[config.mk]
export PLATFORM = sky130hd
export DESIGN_NAME = rptr_sync_decoder_flat
export DESIGN_NICKNAME = d
export VERILOG_FILES = /design/src/rtl/rptr_sync_decoder_if.sv /design/src/rtl/rptr_sync_decoder.sv /design/src/flat_wrapper.sv
export SDC_FILE = /design/constraint.sdc
export NUM_CORES = 1
export LEC_CHECK = 0
export ABC_CLOCK_PERIOD_IN_PS = 1300
export BUFFER_PORTS_ARGS = -buffer_cell sky130_fd_sc_hd__buf_2
export CORE_MARGIN = 2
export CORE_UTILIZATION = 35
export CTS_CLUSTER_SIZE = 25
export DETAILED_ROUTE_END_ITERATION = 8
export PLACE_DENSITY = 0.67
export RECOVER_POWER = 50
export SLEW_MARGIN = 5
export SYNTH_ARGS = -nofsm -noshare
export SYNTH_HDL_FRONTEND = slang
export SYNTH_SLANG_ARGS = --single-unit
[constraint.sdc]
create_clock -name w_clk -period 1.3 [get_ports w_clk]
set_input_delay 0.13 -clock w_clk [delete_from_list [all_inputs] [get_ports w_clk]]
set_output_delay 0.13 -clock w_clk [all_outputs]
set_load 0.005 [all_outputs]
[src/rtl/rptr_sync_decoder_if.sv]
// Bundle between the write pointer handler and the read-pointer receiver in the write domain.
// master drives the pointers and requests; slave returns synchronized pointer, level and flags.
interface rptr_sync_decoder_if #(
  parameter int PTR_WIDTH = 3
) ();
  logic [PTR_WIDTH:0] g_rptr;
  logic [PTR_WIDTH:0] b_wptr;
  logic               w_en;
  logic               full;
  logic               err_clr;
  logic [PTR_WIDTH:0] g_rptr_sync;
  logic [PTR_WIDTH:0] b_rptr_sync;
  logic [PTR_WIDTH:0] w_level;
  logic               almost_full;
  logic               overflow;
  logic               gray_err;

  modport master (
    output g_rptr, b_wptr, w_en, full, err_clr,
    input  g_rptr_sync, b_rptr_sync, w_level, almost_full, overflow, gray_err
  );

  modport slave (
    input  g_rptr, b_wptr, w_en, full, err_clr,
    output g_rptr_sync, b_rptr_sync, w_level, almost_full, overflow, gray_err
  );
endinterface

[src/rtl/rptr_sync_decoder.sv]
// Write-domain receiver of the async FIFO Gray read pointer: sync chain, Gray->binary, level, flags.
// Latency SYNC_STAGES to g_rptr_sync, +1 to b_rptr_sync, +2 to w_level/almost_full; no backpressure.
module rptr_sync_decoder #(
  parameter int PTR_WIDTH   = 3,
  parameter int SYNC_STAGES = 2,
  parameter int AF_THRESH   = 6
) (
  input  logic                 w_clk,
  input  logic                 w_rst,
  rptr_sync_decoder_if.slave   bus
);
  localparam int PW = PTR_WIDTH;
  localparam int CW = $clog2(SYNC_STAGES + 1);
  localparam logic [PW:0]   DEPTH_P = {1'b1, {PW{1'b0}}};
  localparam logic [PW:0]   AF_T    = AF_THRESH[PW:0];
  localparam logic [CW-1:0] SUP_END = CW'(SYNC_STAGES);

  logic [PW:0]   r_sync [SYNC_STAGES];
  logic [PW:0]   r_b_rptr;
  logic [PW:0]   r_level;
  logic          r_af;
  logic          r_ovf;
  logic          r_gerr;
  logic [CW-1:0] r_sup_cnt;

  logic [PW:0] w_g;
  logic [PW:0] w_b_dec;
  logic [PW:0] w_level_next;
  logic [PW:0] w_diff;
  logic        w_chk_en;
  logic        w_gray_bad;
  logic        w_ovf_set;

  assign w_g = r_sync[SYNC_STAGES-1];

  // Each binary bit is the XOR of all Gray bits at or above it.
  always_comb begin
    w_b_dec = '0;
    for (int i = 0; i <= PW; i++) begin
      w_b_dec[i] = ^(w_g >> i);
    end
  end

  assign w_level_next = bus.b_wptr - r_b_rptr;
  assign w_diff       = r_sync[SYNC_STAGES-2] ^ r_sync[SYNC_STAGES-1];
  // More than one bit set <=> clearing the lowest set bit leaves something behind.
  assign w_chk_en     = (r_sup_cnt == SUP_END);
  assign w_gray_bad   = w_chk_en &&
                        (((w_diff & (w_diff - 1'b1)) != '0) || (w_level_next > DEPTH_P));
  assign w_ovf_set    = bus.w_en & bus.full;

  always_ff @(posedge w_clk) begin
    if (w_rst) begin
      for (int i = 0; i < SYNC_STAGES; i++) begin
        r_sync[i] <= '0;
      end
      r_b_rptr  <= '0;
      r_level   <= '0;
      r_af      <= 1'b0;
      r_ovf     <= 1'b0;
      r_gerr    <= 1'b0;
      r_sup_cnt <= '0;
    end else begin
      r_sync[0] <= bus.g_rptr;
      for (int i = 1; i < SYNC_STAGES; i++) begin
        r_sync[i] <= r_sync[i-1];
      end
      r_b_rptr <= w_b_dec;
      r_level  <= w_level_next;
      r_af     <= (w_level_next >= AF_T);
      // Integrity check stays off until the chain has refilled after reset.
      if (r_sup_cnt != SUP_END) begin
        r_sup_cnt <= r_sup_cnt + CW'(1);
      end
      if (w_ovf_set) begin
        r_ovf <= 1'b1;
      end else if (bus.err_clr) begin
        r_ovf <= 1'b0;
      end
      if (w_gray_bad) begin
        r_gerr <= 1'b1;
      end else if (bus.err_clr) begin
        r_gerr <= 1'b0;
      end
    end
  end

  assign bus.g_rptr_sync = w_g;
  assign bus.b_rptr_sync = r_b_rptr;
  assign bus.w_level     = r_level;
  assign bus.almost_full = r_af;
  assign bus.overflow    = r_ovf;
  assign bus.gray_err    = r_gerr;
endmodule

[src/flat_wrapper.sv]
// flat-port wrapper written by rule: the top's interface ports become plain ports
module rptr_sync_decoder_flat 
#(
  parameter int PTR_WIDTH   = 3,
  parameter int SYNC_STAGES = 2,
  parameter int AF_THRESH   = 6
)
  (w_clk, w_rst, bus_g_rptr, bus_b_wptr, bus_w_en, bus_full, bus_err_clr, bus_g_rptr_sync, bus_b_rptr_sync, bus_w_level, bus_almost_full, bus_overflow, bus_gray_err);
  rptr_sync_decoder_if #(.PTR_WIDTH(PTR_WIDTH)) bus_i ();
  input  logic w_clk;
  input  logic w_rst;
  input wire logic [$bits(bus_i.g_rptr)-1:0] bus_g_rptr;
  input wire logic [$bits(bus_i.b_wptr)-1:0] bus_b_wptr;
  input wire logic [$bits(bus_i.w_en)-1:0] bus_w_en;
  input wire logic [$bits(bus_i.full)-1:0] bus_full;
  input wire logic [$bits(bus_i.err_clr)-1:0] bus_err_clr;
  output wire logic [$bits(bus_i.g_rptr_sync)-1:0] bus_g_rptr_sync;
  output wire logic [$bits(bus_i.b_rptr_sync)-1:0] bus_b_rptr_sync;
  output wire logic [$bits(bus_i.w_level)-1:0] bus_w_level;
  output wire logic [$bits(bus_i.almost_full)-1:0] bus_almost_full;
  output wire logic [$bits(bus_i.overflow)-1:0] bus_overflow;
  output wire logic [$bits(bus_i.gray_err)-1:0] bus_gray_err;
  assign bus_i.g_rptr = bus_g_rptr;
  assign bus_i.b_wptr = bus_b_wptr;
  assign bus_i.w_en = bus_w_en;
  assign bus_i.full = bus_full;
  assign bus_i.err_clr = bus_err_clr;
  assign bus_g_rptr_sync = bus_i.g_rptr_sync;
  assign bus_b_rptr_sync = bus_i.b_rptr_sync;
  assign bus_w_level = bus_i.w_level;
  assign bus_almost_full = bus_i.almost_full;
  assign bus_overflow = bus_i.overflow;
  assign bus_gray_err = bus_i.gray_err;
  rptr_sync_decoder #(.PTR_WIDTH(PTR_WIDTH), .SYNC_STAGES(SYNC_STAGES), .AF_THRESH(AF_THRESH)) u_core (.w_clk(w_clk), .w_rst(w_rst), .bus(bus_i));
endmodule
# After elaboration in Yosys (flattened, before gate mapping)
# Memory sizes are Yosys's and may differ from the RTL's.
# Cells that the tools add are included.
[classes] n_addsub=3 n_lt_le_gt_ge=2 eq_ne=2 mux=8 bitwise=5 n_reduce_logical=9
[ops] cell="4-bit XOR reduction" n=4
[ops] cell="4-bit 2-to-1 mux" n=2
[ops] cell="1-bit 2-to-1 mux" n=6
[ops] cell="4-bit AND" n=1
[ops] cell="4-bit by 3-bit >= comparator with 1-bit output, second input constant" n=1
[ops] cell="4-bit > comparator, second input constant" n=1
[ops] cell="2-bit nonzero test" n=2
[ops] cell="4-bit nonzero test" n=1
[ops] cell="4-bit by 1-bit subtractor with 4-bit output, second input constant" n=1
[ops] cell="4-bit subtractor" n=1
[ops] cell="4-bit XOR" n=1
[ops] cell="2-bit by 1-bit adder with 2-bit output, second input constant" n=1
[ops] cell="2-bit equality test, second input constant" n=1
[ops] cell="2-bit inequality test, second input constant" n=1
[ops] cell="1-bit OR" n=2
[ops] cell="1-bit AND" n=1
[ops] cell="1-bit logical AND" n=1
[ops] cell="1-bit logical OR" n=1
[word_totals] ff_bits=13 ram_bits=8 inputBits=13 out_inout_bits=15 wordCells=36 n_memories=1
[mem_list] name="u_core.r_sync" depth=2 word_bits=4 rd=2 rd_ports_with_merged_regs=0 write_ports=2 line="rptr_sync_decoder.sv:18" source="logic [PW:0] r_sync [SYNC_STAGES];"

# Depth between registers and ports, before layout
[depth] word_depth=7 ltp_mapped=7 depth_no_buf=7

# Worst setup path after synthesis
# Ideal clock, no wire load.
[synth_path] path_kind="reg-to-reg" start="reg u_core.r_b_rptr[1], in the netlist u_core.bus.b_rptr_sync[1]" end="reg u_core.r_af, in the netlist u_core.bus.almost_full" setup_ns=0.132 arrival_ns=1.246 required_time_ns=1.168 setup_slack_ns=-0.078 stages_incl_launch_ff=7 path_buffers=0 period_less_slack_ns=1.378 path_cell_list="dfxtp_1 -> inv_1 -> ha_1 -> a21o_1 -> a21oi_1 -> xnor2_1 -> a21oi_1"
[synth_via] elab_chain_len=2
[synth_lines] item="from (decl)" line="rptr_sync_decoder.sv:19" source="logic [PW:0] r_b_rptr;"
[synth_lines] item="from (signal assigned)" line="rptr_sync_decoder.sv:68" source="r_b_rptr <= w_b_dec;"
[synth_lines] item="4-bit subtractor" line="rptr_sync_decoder.sv:44" source="assign w_level_next = bus.b_wptr - r_b_rptr;"
[synth_lines] item="4-bit by 3-bit >= comparator with 1-bit output" line="rptr_sync_decoder.sv:70" source="r_af <= (w_level_next >= AF_T);"
[synth_lines] item="to (signal assigned)" line="rptr_sync_decoder.sv:70"
[synth_lines] item="to (decl)" line="rptr_sync_decoder.sv:21" source="logic r_af;"
# Every way passes these cells.
# A chain may end at the register's enable or synchronous reset.

# Final worst setup path
[layout_path] start="reg u_core.r_b_rptr[1], in the netlist u_core.bus.b_rptr_sync[1]" end="reg u_core.r_gerr, in the netlist u_core.bus.gray_err"
[layout_via] elab_chain_len=5 elab_cells_between_ends=6 classes_between="add/sub (1); order compare (1); mux (1); reduce/logical (3)"
[layout_lines] item="4-bit subtractor *" line="rptr_sync_decoder.sv:44"
[layout_lines] item="4-bit > comparator *" line="rptr_sync_decoder.sv:49" source="(((w_diff & (w_diff - 1'b1)) != '0) || (w_level_next > DEPTH_P));"
[layout_lines] item="1-bit logical OR *" line="rptr_sync_decoder.sv:49"
[layout_lines] item="1-bit logical AND *" line="rptr_sync_decoder.sv:48" source="assign w_gray_bad = w_chk_en &&"
[layout_lines] item="1-bit 2-to-1 mux or 2-bit nonzero test (tied branches)"
[layout_lines] item="to (signal assigned)" line="rptr_sync_decoder.sv:61" source="r_gerr <= 1'b0;"
[layout_lines] item="to (signal assigned)" line="rptr_sync_decoder.sv:81" source="r_gerr <= 1'b1;"
[layout_lines] item="to (signal assigned)" line="rptr_sync_decoder.sv:83" source="r_gerr <= 1'b0;"
[layout_lines] item="to (decl)" line="rptr_sync_decoder.sv:23" source="logic r_gerr;"
# Every way passes the cells marked *; elsewhere a longest branch is shown, timed or not.

==> flow_summary.yaml <==
run_status:
  status: "complete, but fails checks"
  failed_checks: "negative setup slack"
pwr:
  power.leakage_nw: 0.514
  p_total_mw: 1.43
  clockPowerShare: 0.217
  vdd_drop_max_uv: 729
  powerDensity_nw_per_um2: 1300
  combinationalPowerShare: 0.251
  seqPwrFrac: 0.532
  power_switching_mw: 0.410
  p_int_mw: 1.03
  power.share.switching: 0.286
hold_path:
  worstHoldPathType: "input pin to register"
  hold_depth: 2
yosys:
  synth.top_cell.area_share: 0.497
  yosys.area_share.simple: 0.157
  avgSynthCellArea_sq_um: 9.95
  synth_top_family_by_area: "simple AND/OR/NAND/NOR gates"
  synth-seq-cells: 21
  yosys.area.top_type: "dfxtp_1"
  ys_seq_area_frac: 0.497
  synthAdderAreaFrac: 0.0962
  synth_xor_area_frac: 0.114
  syn-num-nets: 103
  ys.warnings.count: 0
  syn-cell-area_sq_um: 846
  synth_cells: 85
  muxShareOfSynthArea: 0
  synthTopCellsByArea: "dfxtp_1 (50%), nor2b_1 (8.9%), xnor2_1 (6.2%)"
  synth_cell_types: 18
  synth_compound_area_frac: 0.0651
placement:
  dp_cells: 138
  dpl.hpwl_mm: 1.14
  gp_congestion: 0.740
  portBuffers: 27
  dpl-instance-area_sq_um: 1020
clock_network:
  cts_tree: "yes"
  worst_skew_pair.late_latency_ps: 300
  numClockSinks: 21
  ctsLongestPathBuffers: 2
  root_buffer: "clkbuf_4"
  clk_pin_slew_ps: 120
  cts-hold-fix-buffers: 0
  htree_num_levels: 1
  cts_buffers: 3
drt:
  drtIter0Drc: 6
  routedWlPerCell_um: 10.6
  drt_wl_total_mm: 1.52
  drtPass1Iterations: 4
  vias: 620
  final_antenna_net_count: 0
  drc: 0
  vias_per_cell: 4.31
floorplan:
  start_util: 0.375
  die_h_um: 53.2
  die_area_sq_um: 2830
  ios: 28
  rows: 17
  fp.dieW_um: 53.2
  core_area_sq_um: 2250
timing:
  skew_ps: 8.33
  worst_pin_slew_ps: 466
  final_hold_viol_count: 0
  rsz0062_at_grt: "true"
  tns_ps: -182
  max_freq_ghz: 0.715
  setup_viol: 2
  post-route-period-util: 1.08
  slew_violations: 0
  fin_hold_ws_ps: 32.0
  slew_headroom: 0.689
  fin_ws_ps: -98.4
  layout_min_cycle_time_ps: 1400
critical_path:
  r2r_start: "u_core.bus.b_rptr_sync[1]$_SDFF_PP0_"
  worstPathArrival_ps: 1590
  regToRegSetupSlack_ps: -100
  crit_path_end: "u_core.bus.gray_err$_SDFFE_PP0P_"
  critical_path.max_fanout: 3
  r2r_cells: 5
  path_class: "register to register"
  worstSetupStartpoint: "u_core.bus.b_rptr_sync[1]$_SDFF_PP0_"
  r2r-end: "u_core.bus.gray_err$_SDFFE_PP0P_"
  start_kind: "register"
  cp.required_ps: 1500
  critPathCaptureType: "register"
final_layout:
  layout_commonest_cell: "buf_2"
  area_growth_pct: 30.9
  final_cell_area_sq_um: 1110
  final_cell_mix: "buf_2 (22), dfxtp_1 (19), nor2b_1 (12)"
  n_antenna_cell: 0
  drive_gt1_frac: 0.388
  nets: 135
  stdcell_count: 144
grt:
  grt_overflow: 0
  antenna_found_initial: 0
  grt_pass1_wl_mm: 2.43
  grt_pass1_vias: 623
  track_usage: 0.123
  grt_max_degree: 13
job:
  drv_cap: 0
[sequential cells by signal, indices dropped and copies added, names as in the netlist]
signal,flops
u_core.bus.almost_full,1
u_core.bus.b_rptr_sync,4
u_core.bus.gray_err,1
u_core.bus.overflow,1
u_core.bus.w_level,4
u_core.r_sup_cnt,2
u_core.r_sync,8
[stage by stage]
| stage | worst slack [ps] | utilization |
|---|---|---|
| 3_5_place_dp | -147 | 0.454 |
| 3_3_place_gp | -116 | 0.454 |
| 4_1_cts | -96.2 | 0.482 |
| 2_1_floorplan | -39.0 | - |
| 6_report | -98.4 | 0.491 |
| 5_1_grt | -119 | 0.491 |
[cell usage after synthesis]
library cell,count
dfxtp_1,21
nor2b_1,12
nor2_1,9
inv_1,6
xnor2_1,6
xor2_1,5
a21oi_1,4
buf_4,4
ha_1,4
nand2_1,3
clkbuf_1,2
nand2b_1,2
o21ai_1,2
a21o_1,1
a22oi_2,1
fa_1,1
maj3_2,1
o21ai_0,1
[critical path, cell delays in order (launching register included)]
cell and delay, ps:
dfxtp_2 350, buf_4 130, fa_2 590, nand2_2 60, o21ai_2 110, o21ai_1 60
[metal layers]
layer | track usage | share of wire | wire [um]
met3 | 0.0339 | 0.093 | 141
met5 | 0 | 0 | 0
met4 | 0.0769 | 0.0072 | 11
met2 | 0.221 | 0.51 | 775
met1 | 0.123 | 0.39 | 592
[power groups by stage]
stage | combinational, mW | clock, mW | sequential [mW]
6_report | 0.360 | 0.311 | 0.764
5_1_grt | 0.416 | 0.359 | 0.774
4_1_cts | 0.349 | 0.337 | 0.764
3_5_place_dp | 0.323 | 0 | 0.781
3_3_place_gp | 0.311 | 0 | 0.775
2_1_floorplan | 0.223 | 0 | 0.781
[cell families after synthesis]
| logic type | count (synthesis) |
|---|---|
| AND/OR/NAND/NOR | 26 |
| flip-flops | 21 |
| buffers and inverters | 12 |
| XOR/XNOR | 11 |
| AO/OA/AOI/OAI | 9 |
| adder cells (fa/ha/maj) | 6 |
[repair_timing]
item,in CTS,in global routing
pin swaps,4,5
endpoints found under the hold margin,0,0
gates resized for setup,4,4
cloned,0,0
buffers inserted,2,0
setup endpoints to repair,4,5
[worst min path at each step]
stage | slack (ps) | start | endpoint
after floorplan | 260 | bus_g_rptr[0] | u_core.r_sync[0][0]$_SDFF_PP0_
after global placement | 340 | bus_g_rptr[0] | u_core.r_sync[0][0]$_SDFF_PP0_
after detailed placement | 350 | bus_g_rptr[0] | u_core.r_sync[0][0]$_SDFF_PP0_
after CTS | 20 | bus_g_rptr[0] | u_core.r_sync[0][0]$_SDFF_PP0_
after global routing | 40 | bus_g_rptr[1] | u_core.r_sync[0][1]$_SDFF_PP0_
final | 30 | bus_g_rptr[2] | u_core.r_sync[0][2]$_SDFF_PP0_
[area by class of cell]
| class | instances | area (sq um) |
|---|---|---|
| fill | 243 | 1150 |
| multi-input combinational | 52 | 425 |
| sequential | 21 | 423 |
| timing repair buffer | 33 | 174 |
| tap | 28 | 35.0 |
| clock buffer | 3 | 22.5 |
| inverter | 6 | 22.5 |
| clock inverter | 1 | 5.00 |
Note: power is estimated with default switching activity, not from simulation.
